`src/rtl/bcd_pkg.sv`:
```
// Shared definitions for the binary-to-BCD encoder and the display digit path.
// Digit 0 (ones) always lives in the lowest nibble of a packed BCD vector.
package bcd_pkg;

  typedef enum logic [1:0] {
    IDLE  = 2'd0,
    SHIFT = 2'd1,
    DONE  = 2'd2
  } bcd_state_e;

  localparam int BCD_NIBBLE = 4;

  // Smallest digit count whose decimal range covers every WIDTH-bit unsigned value.
  function automatic int min_digits(input int width);
    logic [63:0] max_val;
    logic [63:0] pow10;
    int          d;
    max_val = (64'd1 << width) - 64'd1;
    pow10   = 64'd10;
    d       = 1;
    for (int i = 0; i < 19; i++) begin
      if (pow10 <= max_val) begin
        pow10 = pow10 * 64'd10;
        d     = d + 1;
      end
    end
    return d;
  endfunction

endpackage

```
`src/rtl/bcd_digit_adjust.sv`:
```
// Double-dabble digit correction: a digit of 5..9 gets +3 so that the following
// left shift carries correctly into the next decimal digit.
module bcd_digit_adjust
  import bcd_pkg::*;
(
  input  logic [BCD_NIBBLE-1:0] digit_i,
  output logic [BCD_NIBBLE-1:0] digit_o
);

  // Add 3 to digits of 5 or more; the input never exceeds 9, so no carry-out.
  always_comb begin
    digit_o = digit_i;
    if (digit_i >= 4'd5) begin
      digit_o = digit_i + 4'd3;
    end else begin
      digit_o = digit_i;
    end
  end

endmodule

```
`src/rtl/bin_to_bcd_encoder.sv`:
```
// Sequential binary-to-BCD encoder (shift-add-3). Optional two's-complement
// input: the sign is reported on neg and the magnitude is encoded.
module bin_to_bcd_encoder
  import bcd_pkg::*;
#(
  parameter int WIDTH  = 8,
  parameter int DIGITS = 3
) (
  input  logic                         clk,
  input  logic                         reset,
  input  logic                         start,
  input  logic [WIDTH-1:0]             bin_in,
  input  logic                         signed_mode,
  output logic                         busy,
  output logic                         done,
  output logic                         neg,
  output logic [BCD_NIBBLE*DIGITS-1:0] bcd_out
);

  localparam int ACC_W = BCD_NIBBLE * DIGITS;
  localparam int CNT_W = $clog2(WIDTH + 1);

  if (DIGITS < min_digits(WIDTH)) begin : g_digits_check
    $error("bin_to_bcd_encoder: DIGITS too small for WIDTH");
  end

  bcd_state_e          state_q, state_d;
  logic [WIDTH-1:0]    mag_q, mag_d;
  logic [ACC_W-1:0]    acc_q, acc_d;
  logic [CNT_W-1:0]    cnt_q, cnt_d;
  logic                sign_q, sign_d;
  logic [ACC_W-1:0]    bcd_q, bcd_d;
  logic                neg_q, neg_d;

  logic [ACC_W-1:0]       adj_s;
  logic [ACC_W+WIDTH-1:0] shifted_s;

  for (genvar g = 0; g < DIGITS; g++) begin : g_adj
    bcd_digit_adjust u_adj (
      .digit_i (acc_q[g*BCD_NIBBLE +: BCD_NIBBLE]),
      .digit_o (adj_s[g*BCD_NIBBLE +: BCD_NIBBLE])
    );
  end

  assign shifted_s = {adj_s, mag_q} << 1;

  // Next-state and datapath update for the IDLE / SHIFT / DONE sequence.
  always_comb begin
    state_d = state_q;
    mag_d   = mag_q;
    acc_d   = acc_q;
    cnt_d   = cnt_q;
    sign_d  = sign_q;
    bcd_d   = bcd_q;
    neg_d   = neg_q;
    case (state_q)
      IDLE: begin
        if (start) begin
          if (signed_mode && bin_in[WIDTH-1]) begin
            mag_d  = ~bin_in + WIDTH'(1);
            sign_d = 1'b1;
          end else begin
            mag_d  = bin_in;
            sign_d = 1'b0;
          end
          acc_d   = '0;
          cnt_d   = CNT_W'(WIDTH);
          state_d = SHIFT;
        end else begin
          state_d = IDLE;
        end
      end
      SHIFT: begin
        acc_d = shifted_s[ACC_W+WIDTH-1:WIDTH];
        mag_d = shifted_s[WIDTH-1:0];
        cnt_d = cnt_q - CNT_W'(1);
        if (cnt_q == CNT_W'(1)) begin
          // Publish the finished digits as DONE is entered; never mid-conversion.
          bcd_d   = shifted_s[ACC_W+WIDTH-1:WIDTH];
          neg_d   = sign_q;
          state_d = DONE;
        end else begin
          state_d = SHIFT;
        end
      end
      DONE: begin
        state_d = IDLE;
      end
      default: begin
        state_d = IDLE;
      end
    endcase
  end

  // State and datapath registers; reset overrides any conversion in flight.
  always_ff @(posedge clk) begin
    if (reset) begin
      state_q <= IDLE;
      mag_q   <= '0;
      acc_q   <= '0;
      cnt_q   <= '0;
      sign_q  <= 1'b0;
      bcd_q   <= '0;
      neg_q   <= 1'b0;
    end else begin
      state_q <= state_d;
      mag_q   <= mag_d;
      acc_q   <= acc_d;
      cnt_q   <= cnt_d;
      sign_q  <= sign_d;
      bcd_q   <= bcd_d;
      neg_q   <= neg_d;
    end
  end

  assign busy    = (state_q != IDLE);
  assign done    = (state_q == DONE);
  assign neg     = neg_q;
  assign bcd_out = bcd_q;

endmodule

```
`config.mk`:
```
export PLATFORM = sky130hd
export DESIGN_NAME = bin_to_bcd_encoder
export DESIGN_NICKNAME = d
export VERILOG_FILES = /design/src/rtl/bcd_pkg.sv /design/src/rtl/bcd_digit_adjust.sv /design/src/rtl/bin_to_bcd_encoder.sv
export SDC_FILE = /design/constraint.sdc
export NUM_CORES = 1
export LEC_CHECK = 0
export CAP_MARGIN = 20
export CORE_ASPECT_RATIO = 1.4
export CORE_MARGIN = 5
export CORE_UTILIZATION = 42
export CTS_BUF_LIST = sky130_fd_sc_hd__clkbuf_4 sky130_fd_sc_hd__clkbuf_8
export CTS_CLUSTER_SIZE = 8
export DETAILED_ROUTE_END_ITERATION = 7
export PLACE_DENSITY = 0.71
export SYNTH_ARGS = -nofsm -noshare
export SYNTH_HDL_FRONTEND = slang
export SYNTH_SLANG_ARGS = --single-unit
```
`constraint.sdc`:
```
create_clock -name clk -period 2.66 [get_ports clk]
set_input_delay 0.399 -clock clk [delete_from_list [all_inputs] [get_ports clk]]
set_output_delay 0.399 -clock clk [all_outputs]
set_load 0.01 [all_outputs]
```
==> Word level (Yosys, flattened, before mapping) <==
Index checks and enable logic that the tools add are counted.
{ "op_classes": {"n_reduce_logical": 7, "mux": 14, "n_bitwise": 1, "order_cmp": 3, "add_sub_neg": 5, "n_eq_ne": 4} }
{ "ops": {"columns": ["cell", "n"], "rows": [
  ["$pmux 12 s2", 1],
  ["$mux 8", 2],
  ["$pmux 8 s2", 1],
  ["$ge 4x3->1 const B", 3],
  ["$mux 12", 1],
  ["$mux 4", 3],
  ["$add 4x2->4 const B", 2],
  ["$add 8x1->8 const B", 1],
  ["$not 8->8", 1],
  ["$pmux 4 s2", 1],
  ["$reduce_and 2->1", 3],
  ["$eq 4x1->1 const B", 1],
  ["$pmux 2 s2", 1],
  ["$reduce_bool 2->1", 2],
  ["$sub 4x1->4 const B", 1],
  ["$add 3x2->3 const B", 1],
  ["$mux 3", 1],
  ["$eq 2x1->1 const B", 1],
  ["$eq 2x2->1 const B", 1],
  ["$logic_not 2->1", 1],
  ["$mux 1", 2],
  ["$mux 2", 1],
  ["$ne 2x2->1 const B", 1],
  ["$logic_and 1x1->1", 1]
]} }
{ "totals": {"word_cells": 41, "input_bits": 12, "out_inout_bits": 15, "reg_bits": 40} }

==> Depth between registers and ports, before layout <==
{ "depth": {"ltp_word": 5, "ltp_mapped": 7} }

==> Modules after synthesis <==
From an unflattened synthesis, not the netlist that was laid out.
{ "unflattened": {"hier_cells": 228, "hier_area_um2": 1914.3} }
{ "modules_own_cells": {"columns": ["mod", "instances", "cells_per_inst", "area_each_um2"], "rows": [
  ["bin_to_bcd_encoder", 1, 180, 1610.3],
  ["bcd_digit_adjust", 3, 16, 101.3]
]} }

==> Least setup slack after synthesis <==
OpenSTA, ideal clock, no wires.
{ "synth_timing": {"path_type": "register to register", "startpoint": "register cnt_q[0]", "endpoint": "register bcd_q[8], in the netlist bcd_out[8]", "path_slack_ps": 1137, "setup_ps": 70, "arrival_time_ps": 1452, "required_ps": 2590, "path_stages_with_launch": 7, "cell_sequence": "dfxtp_1 ha_1 or3b_1 nor2_4 buf_4 o21ai_0 a21oi_1"} }
{ "synth_via": {"elab_chain_cells": 2} }
{ "synth_rtl": {"columns": ["element", "line", "source"], "rows": [
  ["start: declaration", "bin_to_bcd_encoder.sv:30", "logic [CNT_W-1:0] cnt_q, cnt_d;"],
  ["start signal: assignment", "bin_to_bcd_encoder.sv:109", "cnt_q <= cnt_d;"],
  ["$eq 4x1->1", "bin_to_bcd_encoder.sv:77", "if (cnt_q == CNT_W'(1)) begin"],
  ["$reduce_and 2->1 (no source line)", null, null],
  ["end signal: assignment", "bin_to_bcd_encoder.sv:103", "bcd_q <= '0;"],
  ["end signal: assignment", "bin_to_bcd_encoder.sv:111", "bcd_q <= bcd_d;"],
  ["end: declaration", "bin_to_bcd_encoder.sv:32", "logic [ACC_W-1:0] bcd_q, bcd_d;"]
]} }
Every way passes these cells.
A chain may end at the register's enable or synchronous reset.

==> Worst setup path in the final report <==
{ "layout_timing": {"startpoint": "register cnt_q[0]", "endpoint": "register bcd_q[1], in the netlist bcd_out[1]"} }
The elaborated chain is that of the path after synthesis.

==> results.json <==
{
  "hold_path.class": "register to register",
  "top_usage_layer": "met2",
  "crit_path_max_fanout": 17,
  "rows": 29,
  "r2r_slack_ps": 710,
  "postRouteAntennaNets": 0,
  "detailed_place.area_mm2": 0.00226,
  "crit_type": "register to register",
  "synth_edf_count": 0,
  "slowest_stage": "or3b_1",
  "cts_max_path_buffers": 2,
  "core-area_mm2": 0.00450,
  "numCtsBuffers": 5,
  "wl_um": 4250,
  "whs_endpoint": "mag_q[2]",
  "final_net_count": 277,
  "synth-simple-area-share": 0.212,
  "preCtsSetupSlack_ps": 499,
  "synth_compound_area_frac": 0.201,
  "netlist.top_cell.by_area": "dfxtp_1",
  "critPathBufInv": 0,
  "clockRootBuffer": "clkbuf_8",
  "synth_top_area_frac": 0.415,
  "reg2reg_from": "cnt_q[0]",
  "grt_use_total": 0.156,
  "die_x_um": 67.3,
  "syn_nets": 250,
  "p_leak_uw": 0.000809,
  "finalCritPeriodShare": 0.733,
  "htree_levels": 2,
  "crit_required_ps": 2880,
  "gp_congestion": 0.755,
  "ir_worst_vdd_v": 0.000340,
  "async_flop_share": 0,
  "slew_viol_final": 0,
  "drt-initial-drc-count": 66,
  "layout_min_cycle_time_ps": 1950,
  "clock_sinks": 40,
  "ios": 27,
  "cts-resized-gates": 0,
  "placed_cells": 311,
  "synthAdderAreaFrac": 0.0584,
  "drv_cap": 0,
  "synth_area_mm2": 0.00193,
  "yosys_warnings": 0,
  "diodes": 0,
  "ys_top_cells_by_area": "dfxtp_1 42%, ha_1 5.8%, a21oi_1 5.7%, o21ai_0 4.4%, nand2_1 3.9%",
  "path_cells": "ha_1 > or3b_1 > nor2_4 > nand2_1 > o22ai_1",
  "postCtsHoldBufs": 0,
  "grt_max_degree": 18,
  "grt.overflow.total": 0,
  "cts_tree": "done",
  "synth_cell_types": 44,
  "synth_seq_cells": 40,
  "synthToLayoutAreaGrowth_pct": 22.2,
  "fmax_ghz": 0.513,
  "maxSlewHeadroom": 0.678,
  "drive_gt1_frac": 0.0895,
  "min_from": "mag_q[1]",
  "num_vias": 1714,
  "dieHeight_um": 90.2,
  "antenna_found_initial": 0,
  "tns_ps": 0,
  "critPathCaptureType": "register",
  "path_clk_slew_ps": 80,
  "grt_pass1_wl_um": 7380,
  "power.density_mw_per_mm2": 515,
  "grtUsageMet1": 0.178,
  "grt_pass1_vias": 1673,
  "muxShareOfSynthArea": 0.0337,
  "clk_latency_ps": 300,
  "firstDrtPassIters": 4,
  "arrival_ps": 2170,
  "dp_hpwl_um": 3100,
  "fillers": 442,
  "die_area_mm2": 0.00607,
  "holdPathStages": 2,
  "initial_core_util": 0.429,
  "port-buffer-count": 26,
  "synth_cells": 229,
  "r2r_cells": 5,
  "setup_slack_ps": 711,
  "wl_per_cell_um": 13.3,
  "worst_setup_path_start_kind": "register",
  "synth_flop_cell": "dfxtp_1",
  "critPathMaxStageDelay_ps": 430,
  "synth_top_family_by_area": "simple AND/OR/NAND/NOR gates",
  "fin_cells": 319,
  "synth_xor_xnor_area_share": 0.0273,
  "fin_skew_ps": 10.2,
  "power_uw": 1210,
  "grt_use_met2": 0.258,
  "crit_family": "simple AND/OR/NAND/NOR gates",
  "timing.rr.end": "bcd_out[1]",
  "fin_area_mm2": 0.00236,
  "via_per_inst": 5.37,
  "setup_viol": 0,
  "rsz0062_at_grt": "no",
  "post_cts_buffers": 0,
  "grt_use_met3": 0.0411,
  "hold_viol_final": 0,
  "outcome": "finished clean",
  "drc": 0,
  "ys_seq_area_frac": 0.415,
  "worst_pin_slew_ps": 481,
  "avgSynthCellArea_um2": 8.42
}
==> flip-flops by register name (all words and copies together) (netlist names) <==
| name | count |
|---|---|
| sign_q | 1 |
| cnt_q | 4 |
| neg | 1 |
| acc_q | 12 |
| mag_q | 8 |
| bcd_out | 12 |
| state_q | 2 |
==> cell usage after synthesis, types with 2 or more instances <==
library cell	n
dfxtp_1	40
a21oi_1	22
nand2_1	20
o21ai_0	17
nor2_1	15
inv_1	12
ha_1	9
nand4_1	8
a22oi_1	7
clkbuf_1	7
nand3_1	7
o22ai_1	6
nor3b_1	5
xnor2_1	5
mux2_2	4
nand2b_1	4
nor3_1	4
a211oi_1	3
buf_2	3
and2_1	2
mux2i_1	2
o21bai_1	2
or2_2	2
or3b_1	2
or4_1	2
==> cell usage in the layout (no fill, tap or decap), drive strengths merged, types with 3 or more instances in the layout <==
cell type,count
dfxtp,40
clkdlybuf4s50,26
a21oi,22
nand2,20
o21ai,17
nor2,17
inv,12
ha,9
nand4,8
a22oi,7
nand3,7
o22ai,6
clkbuf,6
buf,6
nor3b,5
xnor2,5
mux2,4
nand2b,4
nor3,4
a211oi,3
==> cell families (layout without fill, tap and decap cells) <==
logic type,Yosys count,after routing
multiplexers,6,6
XOR/XNOR,6,6
flip-flops,40,40
AO/OA/AOI/OAI,65,65
buffers and inverters,25,53
adder cells (fa/ha/maj),9,9
AND/OR/NAND/NOR,78,78
==> through the flow <==
step                      hold slack (ps)   util
final                                 461  0.524
after global routing                  482  0.524
after CTS                             465  0.524
after detailed placement              455  0.502
after global placement                442  0.502
after floorplan                       432      -
==> report_power, final <==
group          switching (uW)  internal [uW]  total (uW)  leakage, uW
combinational            85.2           64.7         150     0.000441
sequential               13.9            618         632     0.000325
clock                     222            210         432    0.0000434
==> layer usage <==
layer / vias to the layer above / part of all wire
li1: 870 / -
met1: 810 / 0.43
met2: 27 / 0.51
met3: 7 / 0.035
met4: 0 / 0.024
met5: - / 0
==> tightest hold or removal path: stages (launching register included) <==
cell     delay (ps)
dfxtp_1         310
nand2_1          50
a21oi_1          50
==> how the worst max path moves through the flow <==
stage	from	to	slack, ps	cells after the start
global route	cnt_q[0]	bcd_out[6]	530	5
global placement	reset	bcd_out[1]	570	5
CTS	cnt_q[0]	bcd_out[1]	690	5
finish	cnt_q[0]	bcd_out[1]	710	5
detailed placement	reset	bcd_out[1]	500	5
floorplan	cnt_q[0]	bcd_out[8]	1140	6
==> area by class of cell <==
class                   instances  area, um^2  area share
multi-input cells             164        1030       0.435
well taps                      62        77.6      0.0329
flip-flops and latches         40         801       0.340
clock buffers                   6        82.6      0.0351
inverters                      13        48.8      0.0207
clock inverters                 2        15.0     0.00637
repair buffers                 32         305       0.130
Note: power is estimated with default switching activity, not from simulation.
